File: src/rtl/position_judge_pipe.sv
// Pipelined scan-point judge: tests each pixel against N_BLOCKS rectangles and one square,
// with frame-synchronous double-buffered geometry and a per-frame collision accumulator.
module position_judge_pipe #(
    parameter int unsigned N_BLOCKS = 4,
    parameter int unsigned COORD_W  = 10,
    parameter int unsigned SIZE_W   = 8,
    parameter int unsigned IDX_W    = 2
) (
    input  logic                        CLK,
    input  logic                        RST_N,
    input  logic                        FRAME_START,
    input  logic                        PIX_VALID,
    input  logic [COORD_W-1:0]          X,
    input  logic [COORD_W-1:0]          Y,
    input  logic [N_BLOCKS*COORD_W-1:0] BLOCK_X,
    input  logic [N_BLOCKS*COORD_W-1:0] BLOCK_Y,
    input  logic [N_BLOCKS*SIZE_W-1:0]  BLOCK_W,
    input  logic [N_BLOCKS*SIZE_W-1:0]  BLOCK_H,
    input  logic [COORD_W-1:0]          SQUARE_X,
    input  logic [COORD_W-1:0]          SQUARE_Y,
    input  logic [SIZE_W-1:0]           SQUARE_SIZE,
    input  logic                        GEOM_LOAD,
    output logic                        GEOM_BUSY,
    output logic                        OUT_VALID,
    output logic [N_BLOCKS-1:0]         IN_BLOCK,
    output logic                        IN_SQUARE,
    output logic                        IS_EMPTY,
    output logic [IDX_W-1:0]            HIT_INDEX,
    output logic                        FRAME_DONE,
    output logic                        COLLIDE,
    output logic [N_BLOCKS-1:0]         COLLIDE_MASK
);
    localparam int unsigned EXT_W = COORD_W + 1;
    localparam int NB = int'(N_BLOCKS);

    logic [N_BLOCKS*COORD_W-1:0] act_bx_q, act_by_q, shd_bx_q, shd_by_q, eff_bx, eff_by;
    logic [N_BLOCKS*SIZE_W-1:0]  act_bw_q, act_bh_q, shd_bw_q, shd_bh_q, eff_bw, eff_bh;
    logic [COORD_W-1:0]          act_sx_q, act_sy_q, shd_sx_q, shd_sy_q, eff_sx, eff_sy;
    logic [SIZE_W-1:0]           act_ss_q, shd_ss_q, eff_ss;
    logic                        busy_q, swap, accept;

    // Origin + size is formed one bit wider so large blocks near the edge never wrap.
    function automatic logic in_span(input logic [COORD_W-1:0] p, input logic [COORD_W-1:0] o,
                                     input logic [SIZE_W-1:0] s);
        logic [COORD_W:0] lim;
        lim = {1'b0, o} + EXT_W'(s);
        return (p >= o) && ({1'b0, p} < lim);
    endfunction

    assign swap   = FRAME_START & busy_q;
    assign accept = GEOM_LOAD & ~busy_q;

    // A pixel arriving with FRAME_START already sees the geometry being applied.
    assign eff_bx = swap ? shd_bx_q : act_bx_q;
    assign eff_by = swap ? shd_by_q : act_by_q;
    assign eff_bw = swap ? shd_bw_q : act_bw_q;
    assign eff_bh = swap ? shd_bh_q : act_bh_q;
    assign eff_sx = swap ? shd_sx_q : act_sx_q;
    assign eff_sy = swap ? shd_sy_q : act_sy_q;
    assign eff_ss = swap ? shd_ss_q : act_ss_q;

    always_ff @(posedge CLK) begin
        if (!RST_N) begin
            act_bx_q <= '0; act_by_q <= '0; act_bw_q <= '0; act_bh_q <= '0;
            act_sx_q <= '0; act_sy_q <= '0; act_ss_q <= '0;
            shd_bx_q <= '0; shd_by_q <= '0; shd_bw_q <= '0; shd_bh_q <= '0;
            shd_sx_q <= '0; shd_sy_q <= '0; shd_ss_q <= '0;
            busy_q   <= 1'b0;
        end else if (swap) begin
            act_bx_q <= shd_bx_q; act_by_q <= shd_by_q; act_bw_q <= shd_bw_q;
            act_bh_q <= shd_bh_q; act_sx_q <= shd_sx_q; act_sy_q <= shd_sy_q;
            act_ss_q <= shd_ss_q;
            busy_q   <= 1'b0;
        end else if (accept) begin
            shd_bx_q <= BLOCK_X; shd_by_q <= BLOCK_Y; shd_bw_q <= BLOCK_W;
            shd_bh_q <= BLOCK_H; shd_sx_q <= SQUARE_X; shd_sy_q <= SQUARE_Y;
            shd_ss_q <= SQUARE_SIZE;
            busy_q   <= 1'b1;
        end
    end

    logic [N_BLOCKS-1:0] blk_hit;
    logic                sq_hit;

    always_comb begin
        blk_hit = '0;
        for (int i = 0; i < NB; i++) begin
            blk_hit[i] = in_span(X, eff_bx[(NB-1-i)*COORD_W +: COORD_W],
                                 eff_bw[(NB-1-i)*SIZE_W +: SIZE_W]) &&
                         in_span(Y, eff_by[(NB-1-i)*COORD_W +: COORD_W],
                                 eff_bh[(NB-1-i)*SIZE_W +: SIZE_W]);
        end
        sq_hit = in_span(X, eff_sx, eff_ss) && in_span(Y, eff_sy, eff_ss);
    end

    logic                s1_valid_q, s1_sq_q;
    logic [N_BLOCKS-1:0] s1_blk_q;

    always_ff @(posedge CLK) begin
        if (!RST_N) begin
            s1_valid_q <= 1'b0;
            s1_blk_q   <= '0;
            s1_sq_q    <= 1'b0;
        end else begin
            s1_valid_q <= PIX_VALID;
            s1_blk_q   <= blk_hit;
            s1_sq_q    <= sq_hit;
        end
    end

    logic [N_BLOCKS-1:0] in_block_d, in_block_q;
    logic [IDX_W-1:0]    hit_index_d, hit_index_q;
    logic                in_square_d, in_square_q, is_empty_d, is_empty_q, out_valid_q;

    always_comb begin
        in_block_d  = '0;
        hit_index_d = '0;
        for (int i = NB - 1; i >= 0; i--) begin
            in_block_d[NB-1-i] = s1_valid_q & s1_blk_q[i];
            if (s1_valid_q && s1_blk_q[i]) begin
                hit_index_d = IDX_W'(i);
            end
        end
        in_square_d = s1_valid_q & s1_sq_q;
        is_empty_d  = s1_valid_q & ~(|s1_blk_q) & ~s1_sq_q;
    end

    // The stage-1 pixel at FRAME_START is folded into the closing frame, and marked so it
    // is not counted again once it reaches stage 2.
    logic [N_BLOCKS-1:0] acc_q, acc_d, s1_contrib, s2_contrib, frame_mask, mask_q;
    logic                s2_old_q, done_q, collide_q;

    always_comb begin
        s1_contrib = in_block_d & {N_BLOCKS{in_square_d}};
        s2_contrib = s2_old_q ? '0 : (in_block_q & {N_BLOCKS{in_square_q}});
        frame_mask = acc_q | s2_contrib | s1_contrib;
        acc_d      = FRAME_START ? '0 : (acc_q | s2_contrib);
    end

    always_ff @(posedge CLK) begin
        if (!RST_N) begin
            out_valid_q <= 1'b0;
            in_block_q  <= '0;
            in_square_q <= 1'b0;
            is_empty_q  <= 1'b0;
            hit_index_q <= '0;
            acc_q       <= '0;
            s2_old_q    <= 1'b0;
            done_q      <= 1'b0;
            mask_q      <= '0;
            collide_q   <= 1'b0;
        end else begin
            out_valid_q <= s1_valid_q;
            in_block_q  <= in_block_d;
            in_square_q <= in_square_d;
            is_empty_q  <= is_empty_d;
            hit_index_q <= hit_index_d;
            acc_q       <= acc_d;
            s2_old_q    <= FRAME_START;
            done_q      <= FRAME_START;
            if (FRAME_START) begin
                mask_q    <= frame_mask;
                collide_q <= |frame_mask;
            end
        end
    end

    assign GEOM_BUSY    = busy_q;
    assign OUT_VALID    = out_valid_q;
    assign IN_BLOCK     = in_block_q;
    assign IN_SQUARE    = in_square_q;
    assign IS_EMPTY     = is_empty_q;
    assign HIT_INDEX    = hit_index_q;
    assign FRAME_DONE   = done_q;
    assign COLLIDE      = collide_q;
    assign COLLIDE_MASK = mask_q;

endmodule

File: config.mk
export PLATFORM = sky130hd
export DESIGN_NAME = position_judge_pipe
export DESIGN_NICKNAME = d
export VERILOG_FILES = /design/src/rtl/position_judge_pipe.sv
export SDC_FILE = /design/constraint.sdc
export NUM_CORES = 1
export LEC_CHECK = 0
export ABC_CLOCK_PERIOD_IN_PS = 6900
export CAP_MARGIN = 10
export CORE_MARGIN = 2
export CORE_UTILIZATION = 42
export DETAILED_ROUTE_END_ITERATION = 8
export PLACE_DENSITY = 0.74
export SYNTH_ARGS = -nofsm -noshare
export SYNTH_HDL_FRONTEND = slang
export SYNTH_SLANG_ARGS = --single-unit
export TNS_END_PERCENT = 50
File: constraint.sdc
create_clock -name CLK -period 6.9 [get_ports CLK]
set_clock_uncertainty 0.2 [all_clocks]
set_input_delay 1.38 -clock CLK [delete_from_list [all_inputs] [get_ports CLK]]
set_output_delay 1.38 -clock CLK [all_outputs]
set_load 0.01 [all_outputs]
==> flow_summary.json <==
{
  "critPathLaunchType": "input port",
  "relSlewSlack_pct": 23.59,
  "ios": 213,
  "rows": 84,
  "cts_buffer_depth": 3,
  "crit_fanout": 27,
  "num_antenna_cells": 0,
  "place_congestion": 0.9181,
  "rsz0062_at_grt": "no",
  "final_util_pct": 50.56,
  "hold_violations": 0,
  "rr_startpoint": "GEOM_BUSY$_SDFFE_PP0P_",
  "crit_type": "input port to flop",
  "wl_per_cell_um": 17.23,
  "postCtsSetupBuffers": 0,
  "fin_crit_sh_pct": 83.61,
  "numPlacedInstances": 3429,
  "p_leak_nw": 12.16,
  "die-area_sq_mm": 0.05463,
  "crit_start": "FRAME_START",
  "p_sw_share_pct": 25.56,
  "end_kind": "flop",
  "p_comb_share_pct": 13.4,
  "fin_setup_tns_ps": 0,
  "worst_pin_slew_ps": 1146,
  "numCtsBuffers": 42,
  "hp-class": "flop to flop",
  "antenna_found_initial": 0,
  "io_buffers": 212,
  "wirelength_mm": 60.40,
  "drive_gt1_share_pct": 4.152,
  "die_w_um": 233.7,
  "finalSetupViolCount": 0,
  "ys_seq_elements": 370,
  "syn_area_sq_mm": 0.02216,
  "vias_per_cell": 5.331,
  "place_hpwl_mm": 44.18,
  "crit_chain": "clkdlybuf4s50_1, and2_2, nand2_1, nand2_1, ha_1, inv_1, fa_1, o311ai_0, a31o_2, a21oi_1, xnor2_1, ha_1, a2111oi_0, o21ai_0, a31o_2, o21ai_0, and4_1",
  "cts_tree": "built",
  "grt-ovfl-total": 0,
  "syn_area_per_cell_sq_um": 8.463,
  "synth_cell_types": 80,
  "power.total_mw": 5.417,
  "clkLatencyLatePin_ps": 570,
  "grt_pass1_vias": 18825,
  "whs_ps": 262.6,
  "core_area_sq_mm": 0.05234,
  "cts_num_sinks": 370,
  "clkSlewWorstSetupHoldPaths_ps": 60,
  "power_switching_mw": 1.384,
  "ys_warn_count": 0,
  "syn2layout_area_growth_pct": 19.40,
  "grt_max_degree": 277,
  "slew_viol_final": 0,
  "finish.net_count": 3244,
  "status": "completed",
  "timing.final.crit_period_ps": 5769,
  "synth_cells": 2619,
  "cts_root_buf": "clkbuf_16",
  "critPathTopFamily": "compound AO/OA/AOI/OAI gates",
  "drv_cap": 0,
  "cts_resized": 0,
  "power_density_mw_per_mm2": 204.7,
  "cts_hold_buf": 0,
  "critPathRequiredTime_ps": 7210,
  "slowest_stage": "and2_2",
  "drt_iter0_markers": 1019,
  "firstDrtPassIters": 5,
  "cpPeakStageDelay_ps": 740,
  "hold_path_startpoint": "shd_by_q[35]$_SDFFE_PN0P_",
  "synth_edf_count": 0,
  "critPathBufInv": 2,
  "seq_power_share_pct": 42.1,
  "ys_async_sr_fraction_pct": 0,
  "die_y_um": 233.7,
  "groute.usage.overall_pct": 21.92,
  "grt_pass1_wl_mm": 96.07,
  "clockPowerShare_pct": 44.5,
  "vias": 18692,
  "arrival_ps": 6080,
  "start_util_pct": 42.35,
  "htree_levels": 2,
  "clock.fmax_mhz": 173.3,
  "drc_errors": 0,
  "regToRegSetupSlack_ps": 1840,
  "synth-seq-area-share_pct": 33.42,
  "postRouteAntennaNets": 0,
  "syn_nets": 3078,
  "intPower_mw": 4.033,
  "fin_cells": 3506,
  "ir_drop_v": 0.0001384,
  "ys.flop_type": "dfxtp_1"
}
## flip-flops by register name (all words and copies together) (netlist names), 32 cells and up
| signal | flops |
|---|---|
| act_bx_q | 40 |
| shd_by_q | 40 |
| shd_bx_q | 40 |
| act_by_q | 40 |
| shd_bh_q | 32 |
| act_bh_q | 32 |
| act_bw_q | 32 |
| shd_bw_q | 32 |
## power groups by stage
| stage | Clock, mW | Sequential [mW] | Combinational [mW] |
|---|---|---|---|
| global route | 2.54 | 2.29 | 0.813 |
| global placement | 0 | 2.32 | 0.697 |
| detailed placement | 0 | 2.32 | 0.725 |
| finish | 2.41 | 2.28 | 0.728 |
| floorplan | 0 | 2.30 | 0.435 |
| CTS | 2.46 | 2.28 | 0.730 |
## cell usage after synthesis, types with 4 or more instances
| cell | number | share of area, % |
|---|---|---|
| a2111oi_0 | 9 | 0.36 |
| a211o_1 | 5 | 0.20 |
| a211oi_1 | 15 | 0.51 |
| a21boi_0 | 183 | 6.2 |
| a21o_1 | 31 | 1.1 |
| a21oi_1 | 91 | 2.1 |
| a221o_1 | 12 | 0.54 |
| a311o_1 | 9 | 0.41 |
| a31o_2 | 5 | 0.20 |
| a31oi_1 | 14 | 0.40 |
| and2_1 | 83 | 2.3 |
| and3_1 | 12 | 0.34 |
| buf_1 | 12 | 0.20 |
| buf_2 | 14 | 0.32 |
| clkbuf_1 | 83 | 1.4 |
| dfxtp_1 | 370 | 33 |
| fa_1 | 5 | 0.45 |
| ha_1 | 257 | 15 |
| inv_1 | 106 | 1.8 |
| mux2i_1 | 120 | 5.4 |
| nand2_1 | 637 | 11 |
| nand2b_1 | 25 | 0.71 |
| nand3_1 | 16 | 0.36 |
| nor2_1 | 65 | 1.1 |
| nor2b_1 | 110 | 3.1 |
| nor3_1 | 6 | 0.14 |
| nor3b_1 | 4 | 0.14 |
| nor4_1 | 4 | 0.11 |
| o2111ai_1 | 9 | 0.36 |
| o211a_1 | 4 | 0.18 |
| o211ai_1 | 10 | 0.34 |
| o21a_1 | 11 | 0.37 |
| o21ai_0 | 60 | 1.4 |
| o21ai_1 | 6 | 0.14 |
| o21bai_1 | 5 | 0.17 |
| o221ai_1 | 5 | 0.20 |
| o31ai_1 | 7 | 0.24 |
| xnor2_1 | 68 | 2.7 |
| xor2_1 | 68 | 2.7 |
## path summary, 6_finish.rpt
path	endpoint	cells past startpoint
max reg2reg	s1_blk_q[2]$_SDFF_PN0_	16
min	shd_by_q[35]$_SDFFE_PN0P_	2
max	s1_blk_q[2]$_SDFF_PN0_	17
min reg2reg	shd_by_q[35]$_SDFFE_PN0P_	2
## through the flow
step	setup WS, ps	area, sq um
2_1_floorplan	1325	22160
3_3_place_gp	708.2	24970
3_5_place_dp	651.7	24970
4_1_cts	1226	26460
5_1_grt	845.2	26460
6_report	1131	26460
## placed cells by master, fill, tap and decap left out, types with 7 or more instances in the layout
master	n
a2111oi_0	9
a211oi_1	15
a21boi_0	183
a21o_1	31
a21oi_1	91
a221o_1	12
a311o_1	9
a31oi_1	14
and2_1	82
and3_1	12
buf_12	7
buf_4	17
clkbuf_1	8
clkbuf_16	43
clkbuf_8	11
clkdlybuf4s50_1	211
dfxtp_1	370
ha_1	257
inv_1	106
mux2i_1	120
nand2_1	637
nand2b_1	24
nand3_1	16
nor2_1	65
nor2b_1	109
o2111ai_1	9
o211ai_1	10
o21a_1	11
o21ai_0	60
o31ai_1	7
xnor2_1	68
xor2_1	68
## kinds of logic (layout without fill, tap and decap cells)
| logic type | Yosys count | count (layout) | share of synthesized area, % |
|---|---|---|---|
| and+or+nand+nor | 983 | 983 | 19.84 |
| AOI/OAI and AO/OA | 524 | 524 | 16.85 |
| DFF | 370 | 370 | 33.42 |
| adders and majority gates | 265 | 265 | 15.10 |
| buffers and inverters | 220 | 419 | 3.940 |
| xor gates and xnor gates | 136 | 136 | 5.374 |
| muxes | 121 | 121 | 5.482 |
## area by class of cell
class                      instances  area [sq um]
clock buffer                      61          1244
sequential                       370          7407
fill                            4878         25880
multi-input combinational       2029         13910
timing repair buffer             236          2394
inverter                         106         397.9
tap                              688         860.8
clock inverter                    16         251.5
## worst register-to-register path, delay by kind of cell, from the launching register on
| family | cells | cell delay [ps] |
|---|---|---|
| buffers and inverters | 1 | 50 |
| adders and majority gates | 3 | 830 |
| and+or+nand+nor | 4 | 1260 |
| AOI/OAI and AO/OA | 7 | 1770 |
| xor gates and xnor gates | 1 | 140 |
| DFF | 1 | 770 |
## layer usage
metal / track usage [%] / up-vias / routed length [um]
met4: 9.138 / 0 / 2326
li1: - / 9263 / -
met1: 27.69 / 8826 / 26990
met5: 0 / - / 0
met3: 2.844 / 138 / 2873
met2: 37.54 / 465 / 28210
Note: power is estimated with default switching activity, not from simulation.
